<file path="config.mk">
export PLATFORM = sky130hd
export DESIGN_NAME = dut_step_sequencer
export DESIGN_NICKNAME = d
export VERILOG_FILES = /design/src/rtl/dut_host_pkg.sv /design/src/rtl/seq_phase_timer.sv /design/src/rtl/dut_step_sequencer.sv
export SDC_FILE = /design/constraint.sdc
export NUM_CORES = 1
export LEC_CHECK = 0
export ABC_AREA = 1
export CORE_ASPECT_RATIO = 1.25
export CORE_MARGIN = 2
export CORE_UTILIZATION = 28
export DETAILED_ROUTE_END_ITERATION = 16
export PLACE_DENSITY = 0.66
export SLEW_MARGIN = 0
export SYNTH_ARGS = -nofsm -noshare
export SYNTH_HDL_FRONTEND = slang
export SYNTH_SLANG_ARGS = --single-unit
</file>
<file path="constraint.sdc">
create_clock -name sysclk -period 5.9 [get_ports sysclk]
set_clock_uncertainty 0.15 [all_clocks]
set_input_delay 1.475 -clock sysclk [delete_from_list [all_inputs] [get_ports sysclk]]
set_output_delay 1.475 -clock sysclk [all_outputs]
set_load 0.005 [all_outputs]
</file>
<file path="src/rtl/dut_host_pkg.sv">
// Shared definitions for the DUT host-side step sequencer: command opcodes,
// control-word bit positions, FSM state encoding and register-file geometry.
package dut_host_pkg;

    // Command opcodes carried on cmd_op
    typedef enum logic [1:0] {
        OP_NOP   = 2'd0,
        OP_RESET = 2'd1,
        OP_STEP  = 2'd2,
        OP_DUMP  = 2'd3
    } op_e;

    // Bit positions inside the slv_reg0 control word
    localparam int CTRL_RST = 0;
    localparam int CTRL_CLK = 1;
    localparam int CTRL_SEL = 2;

    // Register file seen through slv_reg1 / slv_reg6
    localparam int RF_DEPTH = 32;
    localparam int RF_AW    = $clog2(RF_DEPTH);

    // Phase timer width: every wait parameter fits in 1..255
    localparam int TIMER_W = 8;

    typedef enum logic [2:0] {
        IDLE,
        RST_HOLD,
        STEP_HI,
        STEP_LO,
        DUMP_SET,
        DUMP_WAIT,
        DUMP_OUT,
        FINISH
    } state_e;

endpackage

</file>
<file path="src/rtl/seq_phase_timer.sv">
// Loadable down-counter shared by every timed phase of the sequencer.
// Loading N makes tc rise on the N-th cycle after the load edge, so a state
// entered together with the load lasts exactly N cycles when it leaves on tc.
module seq_phase_timer
    import dut_host_pkg::*;
(
    input  logic               sysclk,
    input  logic               rst_n,
    input  logic               load,
    input  logic [TIMER_W-1:0] load_val,
    output logic               tc
);

    logic [TIMER_W-1:0] cnt;

    // Count down from the loaded value and park at zero
    // NOTE: clocked state uses non-blocking assignments so every flop samples pre-edge values.
    always_ff @(posedge sysclk or negedge rst_n) begin
        if (!rst_n) begin
            cnt <= '0;
        end else if (load) begin
            cnt <= load_val;
        end else if (cnt != '0) begin
            cnt <= cnt - TIMER_W'(1);
        end
    end

    assign tc = (cnt == TIMER_W'(1));

endmodule

</file>
<file path="src/rtl/dut_step_sequencer.sv">
// Host-side initiator for the DUT wrapper register interface. Turns single
// RESET / STEP / DUMP commands into slv_reg0 control words and slv_reg1 RF
// addresses, captures the PC after stepping and streams RF dumps out on a
// valid/ready port. All outputs are registered from the next FSM state.
module dut_step_sequencer
    import dut_host_pkg::*;
#(
    parameter int C_S_AXI_DATA_WIDTH = 32,
    parameter int HALF_PERIOD        = 4,
    parameter int RST_CYCLES         = 8,
    parameter int SETTLE             = 2
) (
    input  logic                          sysclk,
    input  logic                          rst_n,
    input  logic                          cmd_valid,
    output logic                          cmd_ready,
    input  logic [1:0]                    cmd_op,
    input  logic [15:0]                   cmd_count,
    input  logic                          sel_host,
    output logic [C_S_AXI_DATA_WIDTH-1:0] ctrl_word,
    output logic [C_S_AXI_DATA_WIDTH-1:0] rf_addr_word,
    input  logic [C_S_AXI_DATA_WIDTH-1:0] pc_in,
    input  logic [C_S_AXI_DATA_WIDTH-1:0] rf_data_in,
    output logic                          dump_valid,
    input  logic                          dump_ready,
    output logic [RF_AW-1:0]              dump_addr,
    output logic [C_S_AXI_DATA_WIDTH-1:0] dump_data,
    output logic [C_S_AXI_DATA_WIDTH-1:0] pc_last,
    output logic [15:0]                   steps_done,
    output logic                          busy,
    output logic                          done
);

    localparam logic [TIMER_W-1:0] HALF_LD   = TIMER_W'(HALF_PERIOD);
    localparam logic [TIMER_W-1:0] RST_LD    = TIMER_W'(RST_CYCLES);
    localparam logic [TIMER_W-1:0] SETTLE_LD = TIMER_W'(SETTLE);

    state_e                        state, next_state;
    op_e                           op;
    logic                          accept, beat_taken, last_step;
    logic                          timer_load, timer_tc;
    logic [TIMER_W-1:0]            timer_val;
    logic [15:0]                   step_target;
    logic [RF_AW-1:0]              idx, idx_next;
    logic [C_S_AXI_DATA_WIDTH-1:0] ctrl_d;

    assign op         = op_e'(cmd_op);
    assign accept     = cmd_valid & cmd_ready;
    assign beat_taken = dump_valid & dump_ready;
    assign last_step  = (steps_done == step_target);
    // A dump starts at index 0; every later DUMP_SET follows an accepted beat
    assign idx_next   = (state == DUMP_OUT) ? idx + RF_AW'(1) : '0;

    seq_phase_timer u_timer (
        .sysclk   (sysclk),
        .rst_n    (rst_n),
        .load     (timer_load),
        .load_val (timer_val),
        .tc       (timer_tc)
    );

    // State register
    always_ff @(posedge sysclk or negedge rst_n) begin
        if (!rst_n) state <= IDLE;
        else        state <= next_state;
    end

    // Next-state decode
    // NOTE: defaulting next_state before the case keeps this block purely combinational (no latch).
    always_comb begin
        next_state = state;
        unique case (state)
            IDLE: begin
                if (accept) begin
                    unique case (op)
                        OP_NOP:   next_state = FINISH;
                        OP_RESET: next_state = RST_HOLD;
                        OP_STEP:  next_state = (cmd_count == 16'd0) ? FINISH : STEP_HI;
                        OP_DUMP:  next_state = DUMP_SET;
                    endcase
                end
            end
            RST_HOLD:  if (timer_tc) next_state = FINISH;
            STEP_HI:   if (timer_tc) next_state = STEP_LO;
            STEP_LO:   if (timer_tc) next_state = last_step ? FINISH : STEP_HI;
            DUMP_SET:  next_state = DUMP_WAIT;
            DUMP_WAIT: if (timer_tc) next_state = DUMP_OUT;
            DUMP_OUT: begin
                if (beat_taken) begin
                    next_state = (idx == RF_AW'(RF_DEPTH - 1)) ? FINISH : DUMP_SET;
                end
            end
            FINISH:    next_state = IDLE;
            default:   next_state = IDLE;
        endcase
    end

    // Output decode from the next state, plus phase-timer loading on state entry
    always_comb begin
        ctrl_d           = '0;
        ctrl_d[CTRL_RST] = (next_state == RST_HOLD);
        ctrl_d[CTRL_CLK] = (next_state == STEP_HI);
        ctrl_d[CTRL_SEL] = sel_host;

        timer_load = (next_state != state) &&
                     (next_state inside {RST_HOLD, STEP_HI, STEP_LO, DUMP_WAIT});
        case (next_state)
            RST_HOLD:         timer_val = RST_LD;
            STEP_HI, STEP_LO: timer_val = HALF_LD;
            DUMP_WAIT:        timer_val = SETTLE_LD;
            default:          timer_val = '0;
        endcase
    end

    // Registered handshake and control outputs
    always_ff @(posedge sysclk or negedge rst_n) begin
        if (!rst_n) begin
            ctrl_word  <= '0;
            cmd_ready  <= 1'b0;
            busy       <= 1'b0;
            done       <= 1'b0;
            dump_valid <= 1'b0;
        end else begin
            ctrl_word  <= ctrl_d;
            cmd_ready  <= (next_state == IDLE);
            busy       <= (next_state != IDLE);
            done       <= (next_state == FINISH);
            dump_valid <= (next_state == DUMP_OUT);
        end
    end

    // Step bookkeeping, PC capture and dump datapath
    always_ff @(posedge sysclk or negedge rst_n) begin
        if (!rst_n) begin
            step_target  <= '0;
            steps_done   <= '0;
            pc_last      <= '0;
            idx          <= '0;
            rf_addr_word <= '0;
            dump_addr    <= '0;
            dump_data    <= '0;
        end else begin
            if (accept && op == OP_STEP) begin
                step_target <= cmd_count;
                steps_done  <= '0;
                if (cmd_count == 16'd0) pc_last <= pc_in;
            end
            // Count a host clock as issued when its high phase ends
            if (state == STEP_HI && next_state == STEP_LO) begin
                steps_done <= steps_done + 16'd1;
            end
            if (state == STEP_LO && next_state == FINISH) begin
                pc_last <= pc_in;
            end
            // The address is only rewritten when a new index is set, so it keeps 31 afterwards
            if (next_state == DUMP_SET) begin
                idx          <= idx_next;
                rf_addr_word <= C_S_AXI_DATA_WIDTH'(idx_next);
            end
            // The beat is loaded once on entry and then held until it is taken
            if (state == DUMP_WAIT && next_state == DUMP_OUT) begin
                dump_data <= rf_data_in;
                dump_addr <= idx;
            end
        end
    end

endmodule

</file>
# Yosys cells after proc, flatten, opt, wreduce, memory -nomap -nowiden
# Index checks and enable logic that the tools add are counted.
# W data, S select, Z words.
dict set report op_classes {
  eq_ne 21
  reduce_logical 18
  n_mux 20
  bitwise_logic 2
  add_sub_neg 3
}
# cell n
set op_table {}
lappend op_table {{$mux W32} 3}
lappend op_table {{$mux W16} 2}
lappend op_table {{$eq A3 B3 Y1 const B} 8}
lappend op_table {{$mux W3} 8}
lappend op_table {{$pmux W3 S8} 1}
lappend op_table {{$add A16 B1 Y16 const B} 1}
lappend op_table {{$eq A16 B16 Y1} 1}
lappend op_table {{$logic_not A16 Y1} 1}
lappend op_table {{$mux W8} 2}
lappend op_table {{$eq A3 B2 Y1 const B} 4}
lappend op_table {{$pmux W3 S4} 1}
lappend op_table {{$pmux W4 S3} 1}
lappend op_table {{$eq A8 B1 Y1 const B} 1}
lappend op_table {{$reduce_bool A2 Y1} 4}
lappend op_table {{$reduce_bool A8 Y1} 1}
lappend op_table {{$sub A8 B1 Y8 const B} 1}
lappend op_table {{$eq A3 B1 Y1 const B} 2}
lappend op_table {{$logic_not A3 Y1} 2}
lappend op_table {{$add A5 B1 Y5 const B} 1}
lappend op_table {{$eq A5 B5 Y1 const B} 1}
lappend op_table {{$logic_and A1 B1 Y1} 5}
lappend op_table {{$mux W5} 1}
lappend op_table {{$eq A2 B2 Y1 const B} 2}
lappend op_table {{$reduce_bool A4 Y1} 1}
lappend op_table {{other kinds (8)} 9}
dict set report word_totals {
  reg_bits 124
  word_cells 77
  out_inout_bits 153
}

# Depth between registers and ports, before layout
# Gate-level depths: netlist (run 1).
dict set report depth {
  depth_word 9
  depth_mapped 19
}

# Hierarchy
# Synthesis (run 1) repeated with hierarchy kept, for this count alone.
dict set report unflattened {
  cells_unflattened 723
  area_unflattened_um2 6289.8
}
# module cells_per_inst area_each_um2 n_inst seq_area_each_um2
set by_module_without_submodules {}
lappend by_module_without_submodules {dut_step_sequencer 643 5666.7 1 2902.8}
lappend by_module_without_submodules {seq_phase_timer 80 623.1 1 200.2}

# Worst setup path before layout (run 1)
# Ideal clock, no wire load.
dict set report synth_path {
  kind {input port to flip-flop}
  start {in cmd_valid}
  end {reg pc_last[11]}
  n_path_buf 1
  arrival_time_ns 2.750
  setup_time_ns 0.125
  cell_stages 8
  setup_slack_ns 2.875
  cell_sequence {nand2_1 > nor2_1 > inv_1 > nor2_1 > inv_1 > o21ai_2 > buf_4 > mux2_2}
}
dict set report synth_via {
  elab_chain_cells 7
  word_cells_on_any_way 10
  classes_between {eq/ne: 1; mux: 3; bitwise: 1; reduce/logical: 5}
}
# item line_no
set synth_lines {}
lappend synth_lines {{from (decl)} dut_step_sequencer.sv:15} ;# input logic cmd_valid,
lappend synth_lines {{$and A1 B1 Y1 *} dut_step_sequencer.sv:48} ;# assign accept = cmd_valid & cmd_ready;
lappend synth_lines {{$mux W3} dut_step_sequencer.sv:74} ;# if (accept) begin
lappend synth_lines {{$pmux W3 S8} dut_step_sequencer.sv:72} ;# unique case (state)
lappend synth_lines {{$eq A3 B3 Y1} dut_step_sequencer.sv:152} ;# if (state == STEP_LO && next_state == FINISH) begin
lappend synth_lines {{$logic_and A1 B1 Y1} dut_step_sequencer.sv:152}
lappend synth_lines {{$reduce_bool A2 Y1 (no source line)} -}
lappend synth_lines {{$reduce_and A2 Y1 (no source line)} -}
lappend synth_lines {{to (signal assigned)} dut_step_sequencer.sv:146} ;# if (cmd_count == 16'd0) pc_last <= pc_in;
lappend synth_lines {{to (signal assigned)} dut_step_sequencer.sv:153} ;# pc_last <= pc_in;
lappend synth_lines {{to (decl)} dut_step_sequencer.sv:28} ;# output logic [C_S_AXI_DATA_WIDTH-1:0] pc_last,
# Every way passes the cells marked *; elsewhere a longest branch is shown, timed or not.
# A chain may end at the register's enable or synchronous reset.

# Final worst setup path (run 1)
dict set report layout_path {
  start {in cmd_valid}
  end {reg pc_last[31]}
}
# Same word-level chain as after synthesis.

==> flow_summary.json, run 1 <==
{
  "start_kind": "input port",
  "hold_viol_final": 0,
  "rsz0062_at_grt": "no",
  "grtUsageTotal": 0.129,
  "outcome": "completed",
  "postSynthRegisterBits": 124,
  "cp.required_ns": 6.05,
  "cp_max_fo": 33,
  "start_util": 0.284,
  "ant_nets": 0,
  "crit_top_cell": "inv_1",
  "sw_frac_of_total": 0.346,
  "critPathBufInv": 4,
  "grt_pass1_wl_mm": 22.9,
  "fp.coreArea_um2": 21400,
  "cts_buffers": 17,
  "area_growth_pct": 41.1,
  "drive_gt1_frac": 0.175,
  "cpMaxStageDelayCell": "o21ai_4",
  "combPwrFrac": 0.440,
  "synth_area_leader_cell": "dfrtp_1",
  "vias": 4615,
  "avgSynthCellArea_um2": 9.97,
  "relSlewSlack": 0.275,
  "synth_cells": 610,
  "p_int_uw": 2990,
  "clkLatencyLatePin_ns": 0.42,
  "ys_seq_area_frac": 0.510,
  "drv_cap": 0,
  "arrival_ns": 3.99,
  "die_y_um": 169,
  "drv_slew": 0,
  "wl_mm": 14.2,
  "path_delay_family": "buffers and inverters",
  "max_freq_mhz": 260,
  "crit_type": "in2reg",
  "cellPowerDensity_nw_per_um2": 532,
  "cts_buffer_depth": 2,
  "cts_resized": 0,
  "crit_path_end_kind": "register",
  "multi_input_area_um2": 2480,
  "critPathMaxStageDelay_ns": 0.85,
  "antenna_found_initial": 0,
  "synth_enable_flop_cells": 0,
  "dpl.hpwl_mm": 10.5,
  "numClockSinks": 124,
  "dieArea_um2": 22900,
  "post-route-util": 0.401,
  "register_area_um2": 3100,
  "synth.distinct_cells": 36,
  "final_nets": 892,
  "clkPwrFrac": 0.223,
  "post-route-min-period_ns": 3.84,
  "root_buffer": "clkbuf_16",
  "die_w_um": 136,
  "synth_top_area_share": 0.510,
  "wl_per_cell_um": 13.0,
  "grt_pass1_vias": 4604,
  "port_buffers": 183,
  "p_leak_uw": 0.00383,
  "finalSetupViolations": 0,
  "finalCritPeriodShare": 0.651,
  "antennaDiodeCount": 0,
  "dr.first_iter.drc_count": 151,
  "yosysWarnings": 0,
  "crit_chain": "clkdlybuf4s50_1 -> nand2_1 -> nor2_1 -> inv_1 -> nor2_2 -> buf_4 -> inv_1 -> o21ai_4 -> mux2_2",
  "firstDrtPassIters": 4,
  "layout_setup_ws_ns": 2.06,
  "io_pins": 240,
  "seqPwrFrac": 0.337,
  "rows": 60,
  "drc": 0,
  "p_sw_uw": 1580,
  "clk_pin_slew_ns": 0.06,
  "peakVddDrop_uv": 218,
  "min_path_type": "reg2reg",
  "grt_max_degree": 65,
  "vias_per_cell": 4.23,
  "h-tree-depth": 4,
  "ys.flop_type": "dfrtp_1",
  "cts_setup_buffers": 0,
  "overflow": 0,
  "syn_area_um2": 6080,
  "cts_hold_buf": 0,
  "fillers": 2121,
  "total_power_uw": 4570,
  "place.gp.congestion": 0.817,
  "dp_slack_ns": 1.57,
  "worst_slew_pin_slew_ns": 1.08,
  "cts_tree": "built",
  "synthArstFlopShare": 1.00,
  "yosys-top-cells-area": "dfrtp_1 51%, mux2_2 11%, buf_4 7.4%",
  "setup_tns_ns": 0
}
-- cell type report --
class | instances | share of cell area
Clock buffer | 18 | 0.0512
Clock inverter | 14 | 0.0156
Inverter | 61 | 0.0267
Multi-Input combinational cell | 410 | 0.289
Sequential cell | 124 | 0.361
Tap cell | 279 | 0.0407
Timing Repair Buffer | 186 | 0.216
-- metal layers --
metal	wire length [um]	up-vias	GRT usage
li1	-	2246	-
met1	5740	2165	0.143
met2	6980	180	0.221
met3	1130	24	0.0470
met4	348	0	0.0575
met5	0	-	0
-- synth_stat cells (2+ instances only) --
cell type / number
mux2_1: 4
nand2_1: 115
buf_2: 4
nand2_4: 4
mux2_2: 60
o21ai_1: 4
ha_1: 5
nor3_2: 4
inv_1: 49
dfrtp_1: 124
xnor2_1: 2
nand2_2: 5
o21ai_2: 2
inv_2: 12
a21oi_1: 7
xor2_1: 17
clkbuf_1: 6
o21ai_0: 28
nor3_1: 8
nor2_1: 38
or2_2: 2
nor2_2: 5
o22ai_1: 13
nand3_1: 17
buf_4: 60
nand3_2: 5
-- flip-flops by register name, indices dropped and copies added, names as in the netlist, 3 cells and up --
signal / cells
ctrl_word: 3
dump_addr: 5
dump_data: 32
idx: 5
pc_last: 32
state: 3
step_target: 16
steps_done: 16
u_timer.cnt: 8
-- cells in the final DEF (no fill, tap or decap), drive strengths merged --
cell type        n
clkinvlp         2
o32ai            1
inv             67
nand2          124
ha               5
nor3            12
a22o             1
clkdlybuf4s50  182
nand4            1
conb            56
xnor2            2
nand3           23
o22ai           13
a21oi            8
buf              4
nand3b           1
o21ai           34
dfrtp          124
nor4             1
bufinv           1
clkbuf          18
nor2            45
xor2            17
or2              2
clkinv           5
mux2            64
-- path summary, 6_finish.rpt --
check | slack [ns] | depth (start not counted) | to | startpoint
max | 2.06 | 9 | pc_last[31] | cmd_valid
min | 0.33 | 1 | pc_last[9] | pc_last[9]
max reg2reg | 3.21 | 8 | dump_data[18] | u_timer.cnt[1]
min reg2reg | 0.33 | 1 | pc_last[9] | pc_last[9]
max in group asynchronous | 3.66 | 2 | pc_last[24] | rst_n
min in group asynchronous | 0.98 | 1 | step_target[8] | rst_n
-- power by group through the flow --
| stage | Sequential [uW] | Combinational [uW] | Clock, uW |
|---|---|---|---|
| final | 1540 | 2010 | 1020 |
| after global routing | 1600 | 2250 | 1100 |
| after CTS | 1550 | 2050 | 1050 |
| after detailed placement | 1550 | 2040 | 0 |
| after global placement | 1540 | 2020 | 0 |
| after floorplan | 1540 | 1110 | 0 |
-- stage by stage --
stage | hold slack [ns] | cells | area, um^2
CTS | 0.338 | 1092 | 8590
finish | 0.331 | 1092 | 8590
floorplan | 0.320 | 665 | 6290
global route | 0.351 | 1092 | 8590
detailed placement | 0.323 | 1060 | 8010
global placement | 0.315 | 1060 | 8010
-- cell families (layout without fill, tap and decap cells) --
family,count (synthesis),in the layout,share of synthesized area
compound gates,57,57,0.0527
xor+xnor,19,19,0.0274
fa+ha+maj,5,5,0.0103
buf+inv,131,279,0.119
flops,124,124,0.510
mux,64,64,0.118
other cells,1,56,0.000616
simple gates,209,209,0.162
(Power assumes the default switching activity.)
==> run 2: changes to the inputs <==
clock period = 3.7 ns   (was 5.9 ns; I/O delays follow)
==> flow_summary.json, run 2 (synthesis gave the netlist of run 1 again) <==
{
  "reg_top3": "dump_data x32, pc_last x32",
  "hold_viol_final": 0,
  "post-route-util": 0.402,
  "cts_resized": 0,
  "firstDrtPassIters": 4,
  "dr.first_iter.drc_count": 151,
  "p_leak_uw": 0.00383,
  "clk_pin_slew_ns": 0.06,
  "die_w_um": 136,
  "post-route-min-period_ns": 2.81,
  "start_util": 0.284,
  "dieArea_um2": 22900,
  "cts_tree": "built",
  "rows": 60,
  "final_nets": 897,
  "finalSetupViolations": 0,
  "antenna_found_initial": 0,
  "port_buffers": 183,
  "finalCritPeriodShare": 0.760,
  "h-tree-depth": 4,
  "cts_hold_buf": 0,
  "io_pins": 240,
  "wl_mm": 14.5,
  "vias_per_cell": 4.21,
  "layout_commonest_cell": "clkdlybuf4s50_1",
  "grt_pass1_wl_mm": 23.1,
  "dpl.hpwl_mm": 10.9,
  "cellPowerDensity_nw_per_um2": 840,
  "outcome": "completed",
  "worst_slew_pin_slew_ns": 0.738,
  "min_path_type": "reg2reg",
  "grtUsageTotal": 0.129,
  "cts_buffer_depth": 2,
  "peakVddDrop_uv": 300,
  "setup_tns_ns": 0,
  "clkLatencyLatePin_ns": 0.41,
  "wl_per_cell_um": 13.2,
  "multi_input_area_um2": 2480,
  "root_buffer": "clkbuf_16",
  "place_area_um2": 8060,
  "max_freq_mhz": 356,
  "finalInstanceArea_um2": 8610,
  "start_kind": "input port",
  "cp.required_ns": 3.86,
  "crit_path_end_kind": "register",
  "drv_cap": 0,
  "place.gp.congestion": 0.798,
  "overflow": 0,
  "final_cell_mix": "182 x clkdlybuf4s50_1, 124 x dfrtp_1, 115 x nand2_1",
  "grt_pass1_vias": 4644,
  "fillers": 2082,
  "register_area_um2": 3100,
  "area_growth_pct": 41.5,
  "numClockSinks": 124,
  "vias": 4613,
  "drive_gt1_frac": 0.178,
  "cts_setup_buffers": 0,
  "fp.coreArea_um2": 21400,
  "antennaDiodeCount": 0,
  "cts_buffers": 17,
  "drv_slew": 0,
  "relSlewSlack": 0.508,
  "die_y_um": 169,
  "arrival_ns": 2.97,
  "rsz0062_at_grt": "no",
  "crit_type": "in2reg",
  "grt_max_degree": 55,
  "ant_nets": 0,
  "drc": 0,
  "cp_max_fo": 6
}
-- run 2: cell count changes in the layout (fill, tap and decap cells not counted) --
cell | previous run | this run
buf_12 | 0 | 1
buf_4 | 4 | 8
bufinv_16 | 1 | 0
clkbuf_1 | 0 | 1
clkbuf_8 | 1 | 0
clkinv_2 | 2 | 1
clkinv_4 | 3 | 4
clkinvlp_4 | 2 | 4
inv_6 | 6 | 5
-- run 2: worst max-delay path: stages --
cell and delay (ns):
clkdlybuf4s50_1 0.42, nor2_1 0.11, nand2_1 0.06, nor3_1 0.21, nand3_1 0.23, o21ai_0 0.21, nand2_1 0.06, nand2_1 0.12
nand2_4 0.10, nand2_4 0.10, nand2_1 0.07, inv_2 0.08, nand2_4 0.07, nand2_1 0.07, nand2_1 0.05, nand2_1 0.05
inv_1 0.03
-- run 2: routing by layer --
layer | part of all wire | global-route usage | wire, um
met1 | 0.40 | 0.145 | 5760
met2 | 0.51 | 0.226 | 7380
met4 | 0.0062 | 0.0399 | 89
met5 | 0 | 0 | 0
met3 | 0.084 | 0.0473 | 1220
-- run 2: path summary, 6_finish.rpt --
check | cells after the start | start | end | slack (ns)
worst max register to register | 9 | steps_done[0] | steps_done[14] | 1.30
worst max-delay path | 17 | cmd_count[7] | u_timer.cnt[1] | 0.89
worst min-delay path | 1 | pc_last[6] | pc_last[6] | 0.33
worst min register to register | 1 | pc_last[6] | pc_last[6] | 0.33
max in group asynchronous | 2 | rst_n | idx[1] | 2.21
min in group asynchronous | 1 | rst_n | steps_done[8] | 0.42
-- run 2: stage by stage --
step	power [uW]	setup WS, ns	hold slack, ns	instances
floorplan	4220	1.23	0.320	665
global placement	5700	0.433	0.315	1065
detailed placement	5770	0.402	0.325	1065
CTS	7360	0.854	0.338	1097
global route	7810	0.613	0.352	1097
finish	7230	0.887	0.333	1097
-- run 2: power by group --
part	switching, uW	internal, uW
combinational	1450	1810
clock	653	868
sequential	430	2020
total	2530	4690
-- run 2: cell type report --
type | count | area share
well taps | 279 | 0.0406
repair buffers | 191 | 0.221
flip-flops and latches | 124 | 0.361
inverters | 61 | 0.0266
clock inverters | 14 | 0.0132
multi-input cells | 410 | 0.288
clock buffers | 18 | 0.0499
==> run 3: changes to the inputs <==
PLACE_DENSITY = 0.68   (was 0.66)
clock period = 2.3 ns   (was 3.7 ns; I/O delays follow)
==> flow_summary.json, run 3 (synthesis gave the netlist of run 1 again) <==
{
  "outcome": "complete, but fails checks",
  "violations": "setup timing",
  "vias": 4931,
  "layout_commonest_cell": "clkdlybuf4s50_1",
  "fillers": 2054,
  "max_freq_mhz": 433,
  "grt_max_degree": 125,
  "dieArea_um2": 22900,
  "grt_pass1_wl_mm": 23.8,
  "port_buffers": 183,
  "drv_cap": 0,
  "crit_path_end_kind": "register",
  "cp.required_ns": 2.44,
  "rsz0062_at_grt": "yes",
  "wl_per_cell_um": 13.6,
  "reg_top3": "dump_data x32, pc_last x32",
  "clk_pin_slew_ns": 0.06,
  "drc": 0,
  "finalSetupViolations": 3,
  "ant_nets": 0,
  "crit_chain": "nand2_1 -> nand2_1 -> nor2_1 -> nand2_1 -> nor2_1 -> nand2_1 -> nand2_2 -> nand3b_1 -> o21ai_4 -> buf_12 -> clkbuf_16 -> mux2_4",
  "crit_top_cell": "nand2_1",
  "h-tree-depth": 4,
  "root_buffer": "clkbuf_16",
  "vias_per_cell": 4.29,
  "antenna_found_initial": 1,
  "finalCritPeriodShare": 1.00,
  "cpMaxStageDelayCell": "dfrtp_1",
  "firstDrtPassIters": 4,
  "drv_slew": 0,
  "die_w_um": 136,
  "cts_buffer_depth": 2,
  "die_y_um": 169,
  "peakVddDrop_uv": 545,
  "io_pins": 240,
  "start_util": 0.284,
  "final_nets": 950,
  "rows": 60,
  "numClockSinks": 124,
  "fp.coreArea_um2": 21400,
  "worst_slew_pin_slew_ns": 0.752,
  "arrival_ns": 2.45,
  "critPathMaxStageDelay_ns": 0.42,
  "cellPowerDensity_nw_per_um2": 1380,
  "crit_type": "reg2reg",
  "dr.first_iter.drc_count": 159,
  "post-route-util": 0.439,
  "hold_viol_final": 0,
  "antennaDiodeCount": 0,
  "place.gp.congestion": 0.776,
  "layout_setup_ws_ns": -0.00864,
  "relSlewSlack": 0.499,
  "cts_buffers": 17,
  "cts_tree": "built",
  "wl_mm": 15.6,
  "grt_pass1_vias": 4846,
  "start_kind": "register",
  "grtUsageTotal": 0.131,
  "p_leak_uw": 0.00431,
  "min_path_type": "in2async",
  "post-route-min-period_ns": 2.31,
  "cts_hold_buf": 0,
  "total_power_uw": 13000,
  "final_cell_mix": "174 x clkdlybuf4s50_1, 119 x dfrtp_1, 107 x nand2_1",
  "drive_gt1_frac": 0.281,
  "clkLatencyLatePin_ns": 0.41,
  "dpl.hpwl_mm": 10.5,
  "overflow": 0,
  "area_growth_pct": 54.3,
  "cp_max_fo": 6
}
==> run 3: per-stage QoR <==
stage | setup TNS, ns | hold slack, ns | cells | cell area (um^2) | worst slack (ns)
2_1_floorplan | 0 | 0.129 | 665 | 6290 | 0.175
3_3_place_gp | -23.14 | 0.316 | 1086 | 8260 | -0.549
3_5_place_dp | -26.25 | 0.324 | 1086 | 8260 | -0.608
4_1_cts | -0.370 | 0.145 | 1127 | 8930 | -0.0236
5_1_grt | -5.81 | 0.158 | 1150 | 9390 | -0.164
6_report | -0.0103 | 0.0602 | 1150 | 9390 | -0.00864
==> run 3: power by group <==
part	internal (uW)	leakage [uW]	switching (uW)	total [uW]
logic	3770	0.00258	2760	6520
registers	3260	0.00146	675	3930
clock network	1430	0.000274	1070	2490
==> run 3: metal layers <==
metal,wire length (um),global-route usage,up-vias
met3,1160,0.0452,17
met2,8030,0.227,196
met1,6190,0.152,2353
met4,243,0.0421,0
li1,-,-,2365
met5,0,0,-
==> run 3: area by class of cell <==
class                      instances  area (um^2)  area share
sequential                       124         3110       0.331
multi-input combinational        410         2690       0.287
timing repair buffer             244         2460       0.262
clock buffer                      18          439      0.0468
tap                              279          349      0.0372
inverter                          61          231      0.0247
clock inverter                    14          109      0.0116
==> run 3: final timing paths <==
check / depth (start not counted) / end / from / slack [ns]
worst max-delay path: 12 / pc_last[29] / steps_done[13] / -0.009
worst min-delay path: 2 / step_target[9] / rst_n / 0.06
worst max register to register: 12 / pc_last[29] / steps_done[13] / -0.009
worst min register to register: 2 / dump_addr[2] / dump_addr[2] / 0.34
max in group asynchronous: 2 / pc_last[6] / rst_n / 1.30
min in group sysclk: 3 / step_target[4] / cmd_count[4] / 0.27
==> run 3: critical path, delay by kind of cell (launching register included) <==
kind            cells  cell delay (ns)
compound gates      1             0.14
mux                 1             0.30
flops               1             0.42
buf+inv             2             0.32
simple gates        8             0.83
==> run 3: repair_timing <==
action,4_1_cts,5_1_grt
setup endpoints to repair,28,53
buffers inserted,9,19
gates cloned,0,4
gates resized for setup,17,73
pin swaps,9,28
